[config.mk]
export PLATFORM = sky130hd
export DESIGN_NAME = spi_sram_ctrl
export DESIGN_NICKNAME = d
export VERILOG_FILES = /design/src/rtl/spi_sram_ctrl.sv
export SDC_FILE = /design/constraint.sdc
export NUM_CORES = 1
export LEC_CHECK = 0
export ABC_AREA = 1
export BUFFER_PORTS_ARGS = -buffer_cell sky130_fd_sc_hd__buf_2
export CELL_PAD_IN_SITES_DETAIL_PLACEMENT = 0
export CELL_PAD_IN_SITES_GLOBAL_PLACEMENT = 1
export CORE_MARGIN = 4
export CORE_UTILIZATION = 42
export DETAILED_ROUTE_END_ITERATION = 10
export PLACE_DENSITY_LB_ADDON = 0.3
export RECOVER_POWER = 100
export SYNTH_ARGS = -nofsm -noshare
export SYNTH_HDL_FRONTEND = slang
export SYNTH_SLANG_ARGS = --single-unit
[constraint.sdc]
create_clock -name clk -period 6 [get_ports clk]
set_input_delay 0.9 -clock clk [delete_from_list [all_inputs] [get_ports clk]]
set_output_delay 0.9 -clock clk [all_outputs]
set_load 0.005 [all_outputs]
[src/rtl/spi_sram_ctrl.sv]
// Serial SPI SRAM controller: turns one byte/half/word load or store into a
// complete mode-0 READ (0x03) / WRITE (0x02) transaction with a 24-bit address.
module spi_sram_ctrl #(
  parameter int unsigned DIV    = 1,
  parameter int unsigned ADDR_W = 24
) (
  input  logic              clk,
  input  logic              reset,
  input  logic              req_valid,
  output logic              req_ready,
  input  logic              req_we,
  input  logic [1:0]        req_size,
  input  logic [ADDR_W-1:0] req_addr,
  input  logic [31:0]       req_wdata,
  output logic              resp_done,
  output logic [31:0]       resp_rdata,
  output logic              sclk,
  output logic              sram_ce,
  output logic              si,
  input  logic              so
);

  localparam int unsigned DIV_W = (DIV > 1) ? $clog2(DIV) : 1;
  localparam int unsigned BIT_W = 7;
  localparam logic [7:0]  CMD_READ  = 8'h03;
  localparam logic [7:0]  CMD_WRITE = 8'h02;

  typedef enum logic [1:0] {IDLE, SHIFT, CEHOLD} state_e;

  state_e             state_q, state_d;
  logic [DIV_W-1:0]   div_q, div_d;
  logic [BIT_W-1:0]   bit_q, bit_d;
  logic [BIT_W-1:0]   last_q, last_d;
  logic [63:0]        shreg_q, shreg_d;
  logic [31:0]        rx_q, rx_d;
  logic [31:0]        rdata_q, rdata_d;
  logic               we_q, we_d;
  logic               sclk_q, sclk_d;
  logic               ce_q, ce_d;
  logic               si_q, si_d;
  logic               ready_q, ready_d;
  logic               done_q, done_d;

  logic [63:0]        stream;
  logic [BIT_W-1:0]   last_bit;
  logic [4:0]         rx_idx;

  // Outgoing bit stream, left aligned: cmd, address, then write data LSB byte first
  always_comb begin
    stream = {req_we ? CMD_WRITE : CMD_READ, 24'(req_addr), 32'h0};
    if (req_we) begin
      stream[31:0] = {req_wdata[7:0], req_wdata[15:8], req_wdata[23:16], req_wdata[31:24]};
    end
    case (req_size)
      2'd0:    last_bit = BIT_W'(39);
      2'd1:    last_bit = BIT_W'(47);
      default: last_bit = BIT_W'(63);
    endcase
  end

  // Data bit k (bit_q - 32) lands in byte k/8, MSB first within each byte
  assign rx_idx = {bit_q[4:3], ~bit_q[2:0]};

  always_comb begin
    state_d = state_q;
    div_d   = div_q;
    bit_d   = bit_q;
    last_d  = last_q;
    shreg_d = shreg_q;
    rx_d    = rx_q;
    rdata_d = rdata_q;
    we_d    = we_q;
    sclk_d  = sclk_q;
    ce_d    = ce_q;
    si_d    = si_q;
    ready_d = ready_q;
    done_d  = 1'b0;

    unique case (state_q)
      IDLE: begin
        if (req_valid && ready_q) begin
          state_d = SHIFT;
          we_d    = req_we;
          last_d  = last_bit;
          si_d    = stream[63];
          shreg_d = {stream[62:0], 1'b0};
          div_d   = '0;
          bit_d   = '0;
          rx_d    = '0;
          sclk_d  = 1'b0;
          ce_d    = 1'b0;
          ready_d = 1'b0;
        end
      end
      SHIFT: begin
        if (div_q == DIV_W'(DIV - 1)) begin
          div_d = '0;
          if (!sclk_q) begin
            sclk_d = 1'b1;
            if (!we_q && bit_q >= BIT_W'(32)) begin
              rx_d[rx_idx] = so;
            end
          end else begin
            sclk_d = 1'b0;
            if (bit_q == last_q) begin
              state_d = CEHOLD;
              si_d    = 1'b0;
            end else begin
              bit_d   = bit_q + BIT_W'(1);
              si_d    = shreg_q[63];
              shreg_d = {shreg_q[62:0], 1'b0};
            end
          end
        end else begin
          div_d = div_q + DIV_W'(1);
        end
      end
      CEHOLD: begin
        if (div_q == DIV_W'(DIV - 1)) begin
          state_d = IDLE;
          div_d   = '0;
          ce_d    = 1'b1;
          done_d  = 1'b1;
          ready_d = 1'b1;
          if (!we_q) begin
            rdata_d = rx_q;
          end
        end else begin
          div_d = div_q + DIV_W'(1);
        end
      end
      default: state_d = IDLE;
    endcase
  end

  always_ff @(posedge clk or posedge reset) begin
    if (reset) begin
      state_q <= IDLE;
      div_q   <= '0;
      bit_q   <= '0;
      last_q  <= '0;
      shreg_q <= '0;
      rx_q    <= '0;
      rdata_q <= '0;
      we_q    <= 1'b0;
      sclk_q  <= 1'b0;
      ce_q    <= 1'b1;
      si_q    <= 1'b0;
      ready_q <= 1'b1;
      done_q  <= 1'b0;
    end else begin
      state_q <= state_d;
      div_q   <= div_d;
      bit_q   <= bit_d;
      last_q  <= last_d;
      shreg_q <= shreg_d;
      rx_q    <= rx_d;
      rdata_q <= rdata_d;
      we_q    <= we_d;
      sclk_q  <= sclk_d;
      ce_q    <= ce_d;
      si_q    <= si_d;
      ready_q <= ready_d;
      done_q  <= done_d;
    end
  end

  assign req_ready  = ready_q;
  assign resp_done  = done_q;
  assign resp_rdata = rdata_q;
  assign sclk       = sclk_q;
  assign sram_ce    = ce_q;
  assign si         = si_q;

endmodule

==> run_results.csv <==
group,metric,value,unit
yosys,syn_inst,900,
yosys,synth.avg_cell_area,7.80,um^2
routing,drc,0,
routing,postRouteAntennaNets,0,
place,hpwl,10000,um
cts,path_clk_slew,0.06,ns
global_route,grt_max_degree,93,
critical_path,crit_fanout,60,
status,status,"finished, violations left",
cts,htree_num_levels,4,
critical_path,cp.arrival,4.02,ns
cts,worstSkewPairLatency,0.42,ns
global_route,grt_pass1_vias,5416,
sta,finalMaxSlewViolations,94,
cts,clockBufferDepth,2,
cells_and_area,area_growth,16.5,%
cells_and_area,post-route-util,50.7,%
cells_and_area,nNetsFinal,1038,
cells_and_area,multiInputGateArea,0.00303,mm^2
global_route,grtUsageTotal,18.2,%
yosys,synth-compound-area-share,3.32,%
die,die-area,0.0188,mm^2
place,place_ws,2.90,ns
routing,vias,5857,
global_route,grt_pass1_wl,27300,um
cts,cts_root_buf,"clkbuf_16",
power,powerDensity,445,mW/mm^2
power,pwr-share-clk,30.9,%
yosys,synth_fa_ha_area_share,0.713,%
power,peakVddDrop,0.270,mV
sta,slew_headroom,-84.3,%
yosys,synth_cell_types,26,
cts,post-cts-setup-buffers,0,
sta,setup_violations,0,
flow_run,cap_violations,2,
power,p_sw,1.40,mW
sta,max_freq,269,MHz
place,gp_congestion,0.792,
cells_and_area,diodes,0,
power,power_frac_comb,33.5,%
yosys,muxShareOfSynthArea,5.13,%
status,violations,"max-capacitance violations, max-slew violations",
critical_path,crit_required,6.30,ns
critical_path,startpoint_type,"register",
cts,clock-sinks,144,
cts,cts_resized,0,
die,num_io_pins,100,
yosys,yosys_warnings,0,
cells_and_area,drive_above_1_share,15.3,%
sta,rsz0062_at_grt,"false",
yosys,synth_top_family_by_area,"simple AND/OR/NAND/NOR gates",
routing,drt_pre_antenna_iters,5,
cts,cts_tree,"done",
yosys,synth_xor_area_share,0.125,%
sta,finalHoldViolCount,0,
sta,timing.final.crit_period,3.72,ns
power,sw_frac_of_total,38.3,%
cells_and_area,regArea,0.00360,mm^2
cts,numCtsBuffers,17,
sta,fin_skew,0.00742,ns
power,power.leakage,4.50,nW
die,dieHeight,137,um
routing,routed_wl,16200,um
yosys,post-synth-top-area-cell,"dfrtp_1",
yosys,synth_simple_gate_area_share,33.9,%
routing,post_drt_wl_per_cell,13.5,um
yosys,synth.top_cell.area_share,51.0,%
sta,tns,0,ns
die,die_w,137,um
die,rows,46,
yosys,ys_top_cells_by_area,"dfrtp_1, nand2_1, nand3_1",
sta,worstMarginPinSlew,2.76,ns
power,seqPwrFrac,35.6,%
sta,setup_ws,2.28,ns
die,core,0.0161,mm^2
cells_and_area,fill_cells,1652,
yosys,yosysSeqAreaShare,51.4,%
yosys,syn_area,0.00702,mm^2
global_route,gr-total-overflow,0,
yosys,synth_seq_cells,144,
critical_path,critical_path_class,"reg2reg",
place,placement.io_buffers,99,
global_route,antenna_found_initial,0,
critical_path,cp-end-kind,"register",
sta,period_share,62.0,%
power,p_int,2.25,mW
cts,cts_hold_buffers,0,
hold_path,hold_path_class,"reg2reg",
routing,via_per_inst,4.88,
yosys,synth.net_count,967,
routing,first_iter_violations,434,
die,initial_utilization,43.5,%
==> power by group through the flow <==
stage	clock network, mW	logic, mW	registers (mW)
4_1_cts	1.15	1.24	1.30
6_report	1.13	1.22	1.30
2_1_floorplan	0	0.991	1.28
5_1_grt	1.19	1.41	1.32
3_5_place_dp	0	1.24	1.31
3_3_place_gp	0	1.23	1.31
==> metal layers <==
| layer | routed length, um | global-route usage, % | share of wire, % |
|---|---|---|---|
| met4 | 140 | 5.49 | 0.86 |
| met3 | 771 | 4.49 | 4.7 |
| met5 | 0 | 0 | 0 |
| met2 | 7350 | 27.6 | 45 |
| met1 | 7980 | 25.9 | 49 |
==> state kept, by name (all words and copies together), names as in the netlist <==
register / flops
sclk: 1
resp_done: 1
shreg_q: 63
req_ready: 1
rx_q: 32
si: 1
we_q: 1
resp_rdata: 32
state_q: 2
bit_q: 7
last_q: 3
==> worst paths after layout <==
kind / from / end / slack [ns] / depth (start not counted)
setup / recovery: state_q[1] / state_q[1] / 2.28 / 7
hold / removal: shreg_q[53] / shreg_q[53] / 0.47 / 2
setup reg to reg: state_q[1] / state_q[1] / 2.28 / 7
hold reg to reg: shreg_q[53] / shreg_q[53] / 0.47 / 2
max in group asynchronous: reset / bit_q[3] / 4.10 / 3
min in group asynchronous: reset / shreg_q[8] / 0.66 / 2
==> placed cells by master, fill, tap and decap left out <==
cell / count
a21oi_1: 1
a21oi_4: 1
buf_2: 75
buf_4: 6
bufinv_16: 4
clkbuf_1: 27
clkbuf_16: 17
clkbuf_8: 1
clkinv_2: 2
clkinv_4: 4
clkinvlp_4: 3
dfrtp_1: 143
dfstp_1: 1
ha_1: 4
inv_1: 27
inv_2: 3
inv_6: 1
mux2_1: 1
mux2_2: 31
nand2_1: 399
nand2_4: 1
nand3_1: 114
nand3_2: 1
nand4_1: 1
nor2_1: 70
nor3b_1: 2
o21ai_0: 38
o21ai_1: 3
o22ai_1: 1
or2_2: 1
xor2_1: 1
==> cell type report <==
class | count | area share (%)
multi-input cells | 670 | 37.1
well taps | 216 | 3.31
inverters | 31 | 1.48
flip-flops and latches | 144 | 44.1
repair buffers | 107 | 6.34
clock buffers | 19 | 5.42
clock inverters | 13 | 2.30
==> metrics by stage <==
stage               hold slack [ns]  power [mW]  cell area, um^2  cells
finish                        0.468        3.64             8180   1200
global route                  0.480        3.93             8180   1200
CTS                           0.472        3.68             8220   1200
detailed placement            0.458        2.55             7590   1168
global placement              0.452        2.54             7590   1168
floorplan                     0.434        2.27             7020    900
==> cell usage after synthesis, drive strengths merged <==
| master | number |
|---|---|
| nand2 | 400 |
| dfrtp | 143 |
| nand3 | 115 |
| nor2 | 70 |
| buf | 41 |
| o21ai | 41 |
| mux2 | 32 |
| inv | 31 |
| clkbuf | 14 |
| ha | 4 |
| a21oi | 2 |
| nor3b | 2 |
| dfstp | 1 |
| nand4 | 1 |
| o22ai | 1 |
| or2 | 1 |
| xor2 | 1 |
==> logic make-up (layout without fill, tap and decap cells) <==
group,Yosys count,in the layout
adder cells (fa/ha/maj),4,4
AND/OR/NAND/NOR,589,589
multiplexers,32,32
flip-flops,144,144
XOR/XNOR,1,1
buffers and inverters,86,170
AO/OA/AOI/OAI,44,44
==> worst max-delay path, stage by stage (launching register included) <==
cell and delay (ns):
dfrtp_1 0.37, inv_1 0.12, nand2_4 0.24, inv_1 0.14, clkbuf_1 1.96, nand2_1 0.51
nand3_1 0.19, inv_1 0.06
Power figures use the tool's default switching activity.
